File: src/rtl/sample0_mac_pkg.sv
// Shared constants for the sample0 multiply-accumulate pipeline.
// Holds the default widths, the minimum multiplier depth and the helpers
// that give the signed saturation limits for a given result width.
package sample0_mac_pkg;

  localparam int DEF_DIN0_WIDTH = 14;
  localparam int DEF_DIN1_WIDTH = 14;
  localparam int DEF_ACC_WIDTH  = 32;
  localparam int DEF_DOUT_WIDTH = 16;
  localparam int DEF_NUM_STAGE  = 3;
  localparam int MIN_NUM_STAGE  = 2;

  // Largest value representable in a w-bit two's complement result.
  function automatic logic signed [63:0] sat_hi(input int w);
    return (64'sd1 <<< (w - 1)) - 64'sd1;
  endfunction

  // Smallest value representable in a w-bit two's complement result.
  function automatic logic signed [63:0] sat_lo(input int w);
    return -(64'sd1 <<< (w - 1));
  endfunction

endpackage

File: src/rtl/sample0_mul_acc_pipe_mult.sv
// Signed multiplier pipeline, NUM_STAGE registers deep.
// Stage 1 registers the operands, stage 2 the full-precision product and
// any further stages simply delay it. The valid/clr/last side-band bits
// travel in lock-step with the data so the accumulator sees them aligned.
module sample0_mul_acc_pipe_mult
  import sample0_mac_pkg::*;
#(
  parameter int A_WIDTH   = DEF_DIN0_WIDTH,
  parameter int B_WIDTH   = DEF_DIN1_WIDTH,
  parameter int NUM_STAGE = DEF_NUM_STAGE
) (
  input  logic                              clk,
  input  logic                              reset,
  input  logic                              ce,
  input  logic                              in_valid,
  input  logic signed [A_WIDTH-1:0]         a,
  input  logic signed [B_WIDTH-1:0]         b,
  input  logic                              clr,
  input  logic                              last,
  output logic                              out_valid,
  output logic signed [A_WIDTH+B_WIDTH-1:0] prod,
  output logic                              out_clr,
  output logic                              out_last
);

  localparam int STAGES = (NUM_STAGE < MIN_NUM_STAGE) ? MIN_NUM_STAGE : NUM_STAGE;
  localparam int PW     = A_WIDTH + B_WIDTH;

  logic signed [A_WIDTH-1:0] a_r;
  logic signed [B_WIDTH-1:0] b_r;
  logic [STAGES-1:0]         v_pipe;
  logic [STAGES-1:0]         c_pipe;
  logic [STAGES-1:0]         l_pipe;
  logic signed [PW-1:0]      p_pipe [1:STAGES-1];

  // Advance operands, product and side-band bits by one stage per enabled edge.
  // clr/last are qualified by in_valid here so ignored beats carry nothing.
  always_ff @(posedge clk or posedge reset) begin
    if (reset) begin
      a_r    <= '0;
      b_r    <= '0;
      v_pipe <= '0;
      c_pipe <= '0;
      l_pipe <= '0;
      for (int i = 1; i < STAGES; i++) begin
        p_pipe[i] <= '0;
      end
    end else if (ce) begin
      a_r       <= a;
      b_r       <= b;
      v_pipe    <= {v_pipe[STAGES-2:0], in_valid};
      c_pipe    <= {c_pipe[STAGES-2:0], in_valid & clr};
      l_pipe    <= {l_pipe[STAGES-2:0], in_valid & last};
      p_pipe[1] <= PW'(a_r) * PW'(b_r);
      for (int i = 2; i < STAGES; i++) begin
        p_pipe[i] <= p_pipe[i-1];
      end
    end
  end

  assign out_valid = v_pipe[STAGES-1];
  assign out_clr   = c_pipe[STAGES-1];
  assign out_last  = l_pipe[STAGES-1];
  assign prod      = p_pipe[STAGES-1];

endmodule

File: src/rtl/sample0_mul_acc_pipe.sv
// Pipelined signed multiply-accumulate with clear/last framing.
// Products from the multiplier pipeline are summed into a wide accumulator;
// the beat flagged last produces a one-cycle result strobe.
// Optional feature: define SAMPLE0_MAC_SAT_EN to clamp the result to the
// DOUT_WIDTH signed range and flag ovf; otherwise the result wraps.
module sample0_mul_acc_pipe
  import sample0_mac_pkg::*;
#(
  parameter int DIN0_WIDTH = DEF_DIN0_WIDTH,
  parameter int DIN1_WIDTH = DEF_DIN1_WIDTH,
  parameter int ACC_WIDTH  = DEF_ACC_WIDTH,
  parameter int DOUT_WIDTH = DEF_DOUT_WIDTH,
  parameter int NUM_STAGE  = DEF_NUM_STAGE
) (
  input  logic                         clk,
  input  logic                         reset,
  input  logic                         ce,
  input  logic                         in_valid,
  input  logic signed [DIN0_WIDTH-1:0] din0,
  input  logic signed [DIN1_WIDTH-1:0] din1,
  input  logic                         acc_clr,
  input  logic                         acc_last,
  output logic                         out_valid,
  output logic signed [DOUT_WIDTH-1:0] dout,
  output logic                         ovf
);

  localparam int PW = DIN0_WIDTH + DIN1_WIDTH;

  logic                        m_valid;
  logic                        m_clr;
  logic                        m_last;
  logic signed [PW-1:0]        m_prod;
  logic signed [ACC_WIDTH-1:0] prod_ext;
  logic signed [ACC_WIDTH-1:0] acc;
  logic signed [ACC_WIDTH-1:0] acc_next;
  logic signed [DOUT_WIDTH-1:0] res;
  logic                        res_ovf;

  sample0_mul_acc_pipe_mult #(
    .A_WIDTH   (DIN0_WIDTH),
    .B_WIDTH   (DIN1_WIDTH),
    .NUM_STAGE (NUM_STAGE)
  ) u_mult (
    .clk       (clk),
    .reset     (reset),
    .ce        (ce),
    .in_valid  (in_valid),
    .a         (din0),
    .b         (din1),
    .clr       (acc_clr),
    .last      (acc_last),
    .out_valid (m_valid),
    .prod      (m_prod),
    .out_clr   (m_clr),
    .out_last  (m_last)
  );

  assign prod_ext = ACC_WIDTH'(m_prod);

  // A clr beat starts a fresh sum; any other beat adds onto the running total.
  always_comb begin
    acc_next = acc + prod_ext;
    if (m_clr) begin
      acc_next = prod_ext;
    end
  end

`ifdef SAMPLE0_MAC_SAT_EN
  localparam logic signed [ACC_WIDTH-1:0] SAT_HI = ACC_WIDTH'(sat_hi(DOUT_WIDTH));
  localparam logic signed [ACC_WIDTH-1:0] SAT_LO = ACC_WIDTH'(sat_lo(DOUT_WIDTH));

  // Clamp the finished sum into the result range and remember if we had to.
  always_comb begin
    res     = DOUT_WIDTH'(acc_next);
    res_ovf = 1'b0;
    if (acc_next > SAT_HI) begin
      res     = SAT_HI[DOUT_WIDTH-1:0];
      res_ovf = 1'b1;
    end else if (acc_next < SAT_LO) begin
      res     = SAT_LO[DOUT_WIDTH-1:0];
      res_ovf = 1'b1;
    end
  end
`else
  // Without saturation the result is just the low bits of the sum.
  always_comb begin
    res     = DOUT_WIDTH'(acc_next);
    res_ovf = 1'b0;
  end
`endif

  // Accumulate valid product beats and capture the result on the last one;
  // dout/ovf keep their value until the next strobe.
  always_ff @(posedge clk or posedge reset) begin
    if (reset) begin
      acc       <= '0;
      out_valid <= 1'b0;
      dout      <= '0;
      ovf       <= 1'b0;
    end else if (ce) begin
      out_valid <= m_valid & m_last;
      if (m_valid) begin
        acc <= acc_next;
      end
      if (m_valid && m_last) begin
        dout <= res;
        ovf  <= res_ovf;
      end
    end
  end

endmodule

File: config.mk
export PLATFORM = sky130hd
export DESIGN_NAME = sample0_mul_acc_pipe
export DESIGN_NICKNAME = d
export VERILOG_FILES = /design/src/rtl/sample0_mac_pkg.sv /design/src/rtl/sample0_mul_acc_pipe_mult.sv /design/src/rtl/sample0_mul_acc_pipe.sv
export SDC_FILE = /design/constraint.sdc
export NUM_CORES = 1
export LEC_CHECK = 0
export BUFFER_PORTS_ARGS = -buffer_cell sky130_fd_sc_hd__buf_4
export CORE_UTILIZATION = 30
export CTS_BUF_LIST = sky130_fd_sc_hd__clkbuf_4 sky130_fd_sc_hd__clkbuf_8
export DETAILED_ROUTE_END_ITERATION = 16
export PLACE_DENSITY_LB_ADDON = 0.2
export SLEW_MARGIN = 20
export SYNTH_ARGS = -nofsm -noshare
export SYNTH_HDL_FRONTEND = slang
export SYNTH_SLANG_ARGS = --single-unit
export TNS_END_PERCENT = 100
File: constraint.sdc
create_clock -name clk -period 16.1 [get_ports clk]
set_clock_uncertainty 0.1 [all_clocks]
set_input_delay 0.805 -clock clk [delete_from_list [all_inputs] [get_ports clk]]
set_output_delay 0.805 -clock clk [all_outputs]
set_load 0.005 [all_outputs]
# Yosys cells after proc, flatten, opt, wreduce, memory -nomap -nowiden
# Cells that the tools add are included.
[word_totals]
in_bits = 34
ram_bits = 0
output_inout_bits = 18
n_memories = 0
latchBits = 0
mem_bits_ro = 0
regBits = 142
[classes]
reduce_logical = 3
n_shift = 0
n_bitwise = 3
n_div = 0
addsub = 1
eq_ne = 0
n_mux = 1
n_mul = 1
magnitude_cmp = 0
[ops]
columns = ["op", "count"]
rows = [
  ["adder 32 x 28 -> 32 bit", 1],
  ["two-way mux 32 bit", 1],
  ["multiplier 14 x 14 -> 28 bit", 1],
  ["AND reduction 2 bit", 2],
  ["bitwise AND 1 bit", 3],
  ["logical AND 1 bit", 1],
]

# Longest topological paths before layout
[logic_depth]
ltp_word = 2
mapped_depth = 22
mapped_depth_nobuf = 21

# Hierarchy
# Synthesis repeated with hierarchy kept, for this count alone.
[unflattened]
cells_unflattened = 1345
area_unflattened_um2 = 13401.6
[by_module_without_submodules]
columns = ["mod", "cells_each", "instances", "seq_area_each_um2", "area_each_um2"]
rows = [
  ["sample0_mul_acc_pipe_mult", 1103, 1, 2327.2, 11270.8],
  ["sample0_mul_acc_pipe", 242, 1, 825.8, 2130.8],
]

# Worst setup path before layout
# No wires, ideal clock.
[synth_timing]
path_kind = "register -> register"
startpoint = "register u_mult.b_r[4]"
endpoint = "register u_mult.p_pipe[41] (netlist name)"
setup_slack_ns = 10.613
path_stages_with_launch = 22
synth_period_minus_slack_ns = 5.487
arrival_time_ns = 5.262
n_path_buf = 1
setup_time_ns = 0.125
cell_sequence = "dfrtp_1 clkbuf_1 and2_1 fa_1 inv_1 fa_1 inv_1 fa_1 inv_1 fa_1 inv_1 fa_1 inv_1 fa_1 inv_1 ha_1 o21ai_0 nand2b_1 o311ai_1 a211o_1 xnor2_1 mux2_2"
[synth_via]
elab_chain_len = 1
[synth_lines]
columns = ["item", "line_no", "text"]
rows = [
  ["start, declared", "sample0_mul_acc_pipe_mult.sv:30", "logic signed [B_WIDTH-1:0] b_r;"],
  ["start signal, assigned", "sample0_mul_acc_pipe_mult.sv:41", "b_r <= '0;"],
  ["start signal, assigned", "sample0_mul_acc_pipe_mult.sv:50", "b_r <= b;"],
  ["multiplier 14 x 14 -> 28 bit", "sample0_mul_acc_pipe_mult.sv:54", "p_pipe[1] <= PW'(a_r) * PW'(b_r);"],
  ["end signal, assigned by index", "sample0_mul_acc_pipe_mult.sv:56", "p_pipe[i] <= p_pipe[i-1];"],
  ["end, declared", "sample0_mul_acc_pipe_mult.sv:34", "logic signed [PW-1:0] p_pipe [1:STAGES-1];"],
]
# Every way passes these cells.
# A chain may end at the register's enable or synchronous reset.

# Final worst setup path
[layout_timing]
startpoint = "register u_mult.a_r[5]"
endpoint = "register u_mult.p_pipe[43] (netlist name)"
[layout_via]
elab_chain_len = 1
[layout_lines]
columns = ["item", "line_no", "text"]
rows = [
  ["start, declared", "sample0_mul_acc_pipe_mult.sv:29", "logic signed [A_WIDTH-1:0] a_r;"],
  ["start signal, assigned", "sample0_mul_acc_pipe_mult.sv:40", "a_r <= '0;"],
  ["start signal, assigned", "sample0_mul_acc_pipe_mult.sv:49", "a_r <= a;"],
  ["multiplier 14 x 14 -> 28 bit", "sample0_mul_acc_pipe_mult.sv:54", ""],
]
# Every way passes these cells.

==> metrics.csv <==
stage;metric;value;unit
floorplanning;die_y;171.2;µm
worst_setup_path;cp_cell_sequence;and2_1, fa_1, inv_1, fa_1, inv_1, fa_1, inv_1, fa_1, inv_1, fa_1, inv_1, fa_1, inv_1, ha_1, o21ai_0, nand2b_1, o311ai_1, a211o_1, o21ai_1, xnor2_1, a21oi_1;
worst_setup_path;slowest_delay;560;ps
cells_and_area;nets;1082;
worst_setup_path;cp_max_fo;12;
detailed_routing;avgViaCountPerCell;4.466;
floorplanning;core;28010;µm²
yosys;synth_compound_area_share;7.632;%
yosys;yosys.area_share.simple;12.88;%
detailed_routing;vias;5712;
cells_and_area;syn2layout_area_growth;10.87;%
clock_tree;cts_sinks;102;
sta;fin_crit;5880;ps
worst_setup_path;end_kind;flip-flop;
clock_tree;cts.path.max_buffers;2;
worst_setup_path;cp-start-kind;flip-flop;
outcome;outcome;finished clean;
yosys;synth_adder_area_share;29.16;%
yosys;synth_seq_cells;102;
sta;finalHoldViolCount;0;
yosys;syn_inst;870;
yosys;synth_area;8591;µm²
clock_tree;cts.clk_slew.worst_paths;120;ps
yosys;ys_types;46;
global_routing;grt_pass1_wl;31910;µm
placed_design;pre_cts_ws;10220;ps
detailed_routing;wl_per_cell;14.62;µm
yosys;ys_dominant_reg_cell;dfrtp_1;
yosys;synth_edf_count;0;
global_routing;grtUsageMet3;1.841;%
clock_tree;cts_setup_buffers;0;
yosys;synth.net_count;1055;
yosys;yosysMostFrequentCell;inv_1;
detailed_routing;postRouteAntennaNets;0;
worst_setup_path;path_delay_family;adder cells;
detailed_routing;drc_errors;0;
hold_path;hold_path.class;in2async;
yosys;synthTopCellsByCount;inv_1 (136), dfrtp_1 (102), nand2_1 (101);
placed_design;io_buffers;50;
global_routing;grt_max_degree;82;
yosys;synth_warnings;0;
yosys;synth_top_area_cell;dfrtp_1;
sta;setup_viol;0;
floorplanning;initial_core_util;30.67;%
job;drv_cap;0;
global_routing;antenna_found_initial;0;
cells_and_area;seq_area;2552;µm²
floorplanning;io_pins;52;
sta;fmax;170.1;MHz
worst_setup_path;r2r-start;u_mult.a_r[5];
floorplanning;dieArea;29320;µm²
clock_tree;hold_buffers;0;
cells_and_area;layout-drive-gt1-share;15.21;%
sta;relSlewSlack;33.26;%
worst_setup_path;cp_num_buf_inv;6;
yosys;yosys-top-cells-area;dfrtp_1 (30%), fa_1 (19%), ha_1 (10%), mux2_2 (7.9%), inv_1 (5.9%);
worst_setup_path;crit_path_top_delay_cell;dfrtp_1;
worst_setup_path;r2r-end;u_mult.p_pipe[43];
clock_tree;post_cts_resized;0;
floorplanning;rows;61;
yosys;syn_avg_cell_area;9.874;µm²
cells_and_area;num_antenna_cells;0;
worst_setup_path;critPathArrivalTime;6030;ps
sta;rsz0062_at_grt;false;
global_routing;first_global_vias;6062;
clock_tree;h-tree-depth;3;
global_routing;grt_use_met1;19.00;%
global_routing;gr-usage-met2;23.61;%
global_routing;track_usage;14.07;%
cells_and_area;multi_input_area;5381;µm²
cells_and_area;final_core_util;34.00;%
sta;tightest_slew;1001;ps
detailed_routing;drt-initial-drc-count;163;
clock_tree;cts_buffers;9;
floorplanning;chipWidth;171.2;µm
placed_design;gp_congestion;0.8021;
sta;slew_viol_final;0;
detailed_routing;drt_pass1_iterations;4;
clock_tree;clk_latency;400;ps
sta;fin_tns_setup;0;ps
global_routing;grt.busiest_layer;met2;
sta;fin_crit_sh;36.52;%
yosys;async_flop_share;100.0;%
yosys;yosysTopAreaCellShare;29.71;%
yosys;synth_top_family_by_area;adder cells;
worst_setup_path;cp.required;16240;ps
worst_setup_path;reg2reg_depth;21;
clock_tree;root_buffer;clkbuf_8;
sta;setup_slack;10220;ps
placed_design;dp_hpwl;14150;µm
yosys;seq_area_frac_synth;29.71;%
yosys;synth_xor_area_share;4.486;%
sta;hold_slack;293.7;ps
global_routing;grt-ovfl-total;0;
worst_setup_path;rrSetupSlack;10220;ps
clock_tree;cts_tree;yes;
worst_setup_path;crit_type;reg2reg;
cells_and_area;fillerInstances;2941;
detailed_routing;wirelength;18700;µm
yosys;synth.area.mux_share;8.447;%
area by class of cell:
type,instances,area share (%)
repair buffers,52,4.099
well taps,378,4.966
clock inverters,6,0.8671
inverters,138,5.465
multi-input cells,594,56.50
clock buffers,9,1.301
flip-flops and latches,102,26.80
registers in the layout, summed over array words and instances (netlist names):
register	cells
u_mult.l_pipe	3
u_mult.b_r	14
acc	16
u_mult.p_pipe	16
u_mult.v_pipe	3
u_mult.a_r	14
dout	16
u_mult.c_pipe	3
out_valid	1
u_mult.prod	16
kinds of logic after synthesis:
group,count (synthesis)
other,1
AOI/OAI and AO/OA,104
and+or+nand+nor,229
DFF,102
xor gates and xnor gates,44
adders and majority gates,151
buffers and inverters,174
muxes,65
through the flow:
stage          instance area, µm²  instances
4_1_cts                      9524       1279
3_5_place_dp                 9318       1264
2_1_floorplan                8591        870
3_3_place_gp                 9318       1264
5_1_grt                      9524       1279
6_report                     9524       1279
cells in the final DEF, fill, tap and decap left out, types with 6 or more instances in the layout:
| master | n |
|---|---|
| and2_1 | 70 |
| a21oi_1 | 24 |
| nor2b_1 | 6 |
| o21ai_1 | 18 |
| mux2_2 | 60 |
| o21ai_0 | 31 |
| xor2_1 | 6 |
| nand3_1 | 7 |
| buf_4 | 52 |
| fa_1 | 82 |
| dfrtp_1 | 102 |
| nor2_1 | 19 |
| nor3_1 | 15 |
| inv_1 | 135 |
| xnor2_1 | 38 |
| ha_1 | 69 |
| nand2_1 | 101 |
| clkbuf_8 | 9 |
routing by layer:
layer / up-vias / part of all wire, %
met5: - / 0
met4: 0 / 1.1
met2: 66 / 48
li1: 2812 / -
met3: 11 / 2.4
met1: 2823 / 48
worst max path at each step:
stage	slack [ps]	startpoint	depth (start not counted)	end
floorplan	10610	u_mult.b_r[4]	21	u_mult.p_pipe[41]
global placement	10300	u_mult.a_r[5]	21	u_mult.p_pipe[43]
detailed placement	10220	u_mult.a_r[5]	21	u_mult.p_pipe[43]
CTS	10200	u_mult.a_r[5]	21	u_mult.p_pipe[43]
global route	9970	u_mult.a_r[5]	21	u_mult.p_pipe[43]
finish	10220	u_mult.a_r[5]	21	u_mult.p_pipe[43]
Power is left out: the tool's default activity adds up to more than one toggle a clock period on the data nets, which glitch-free logic cannot reach.
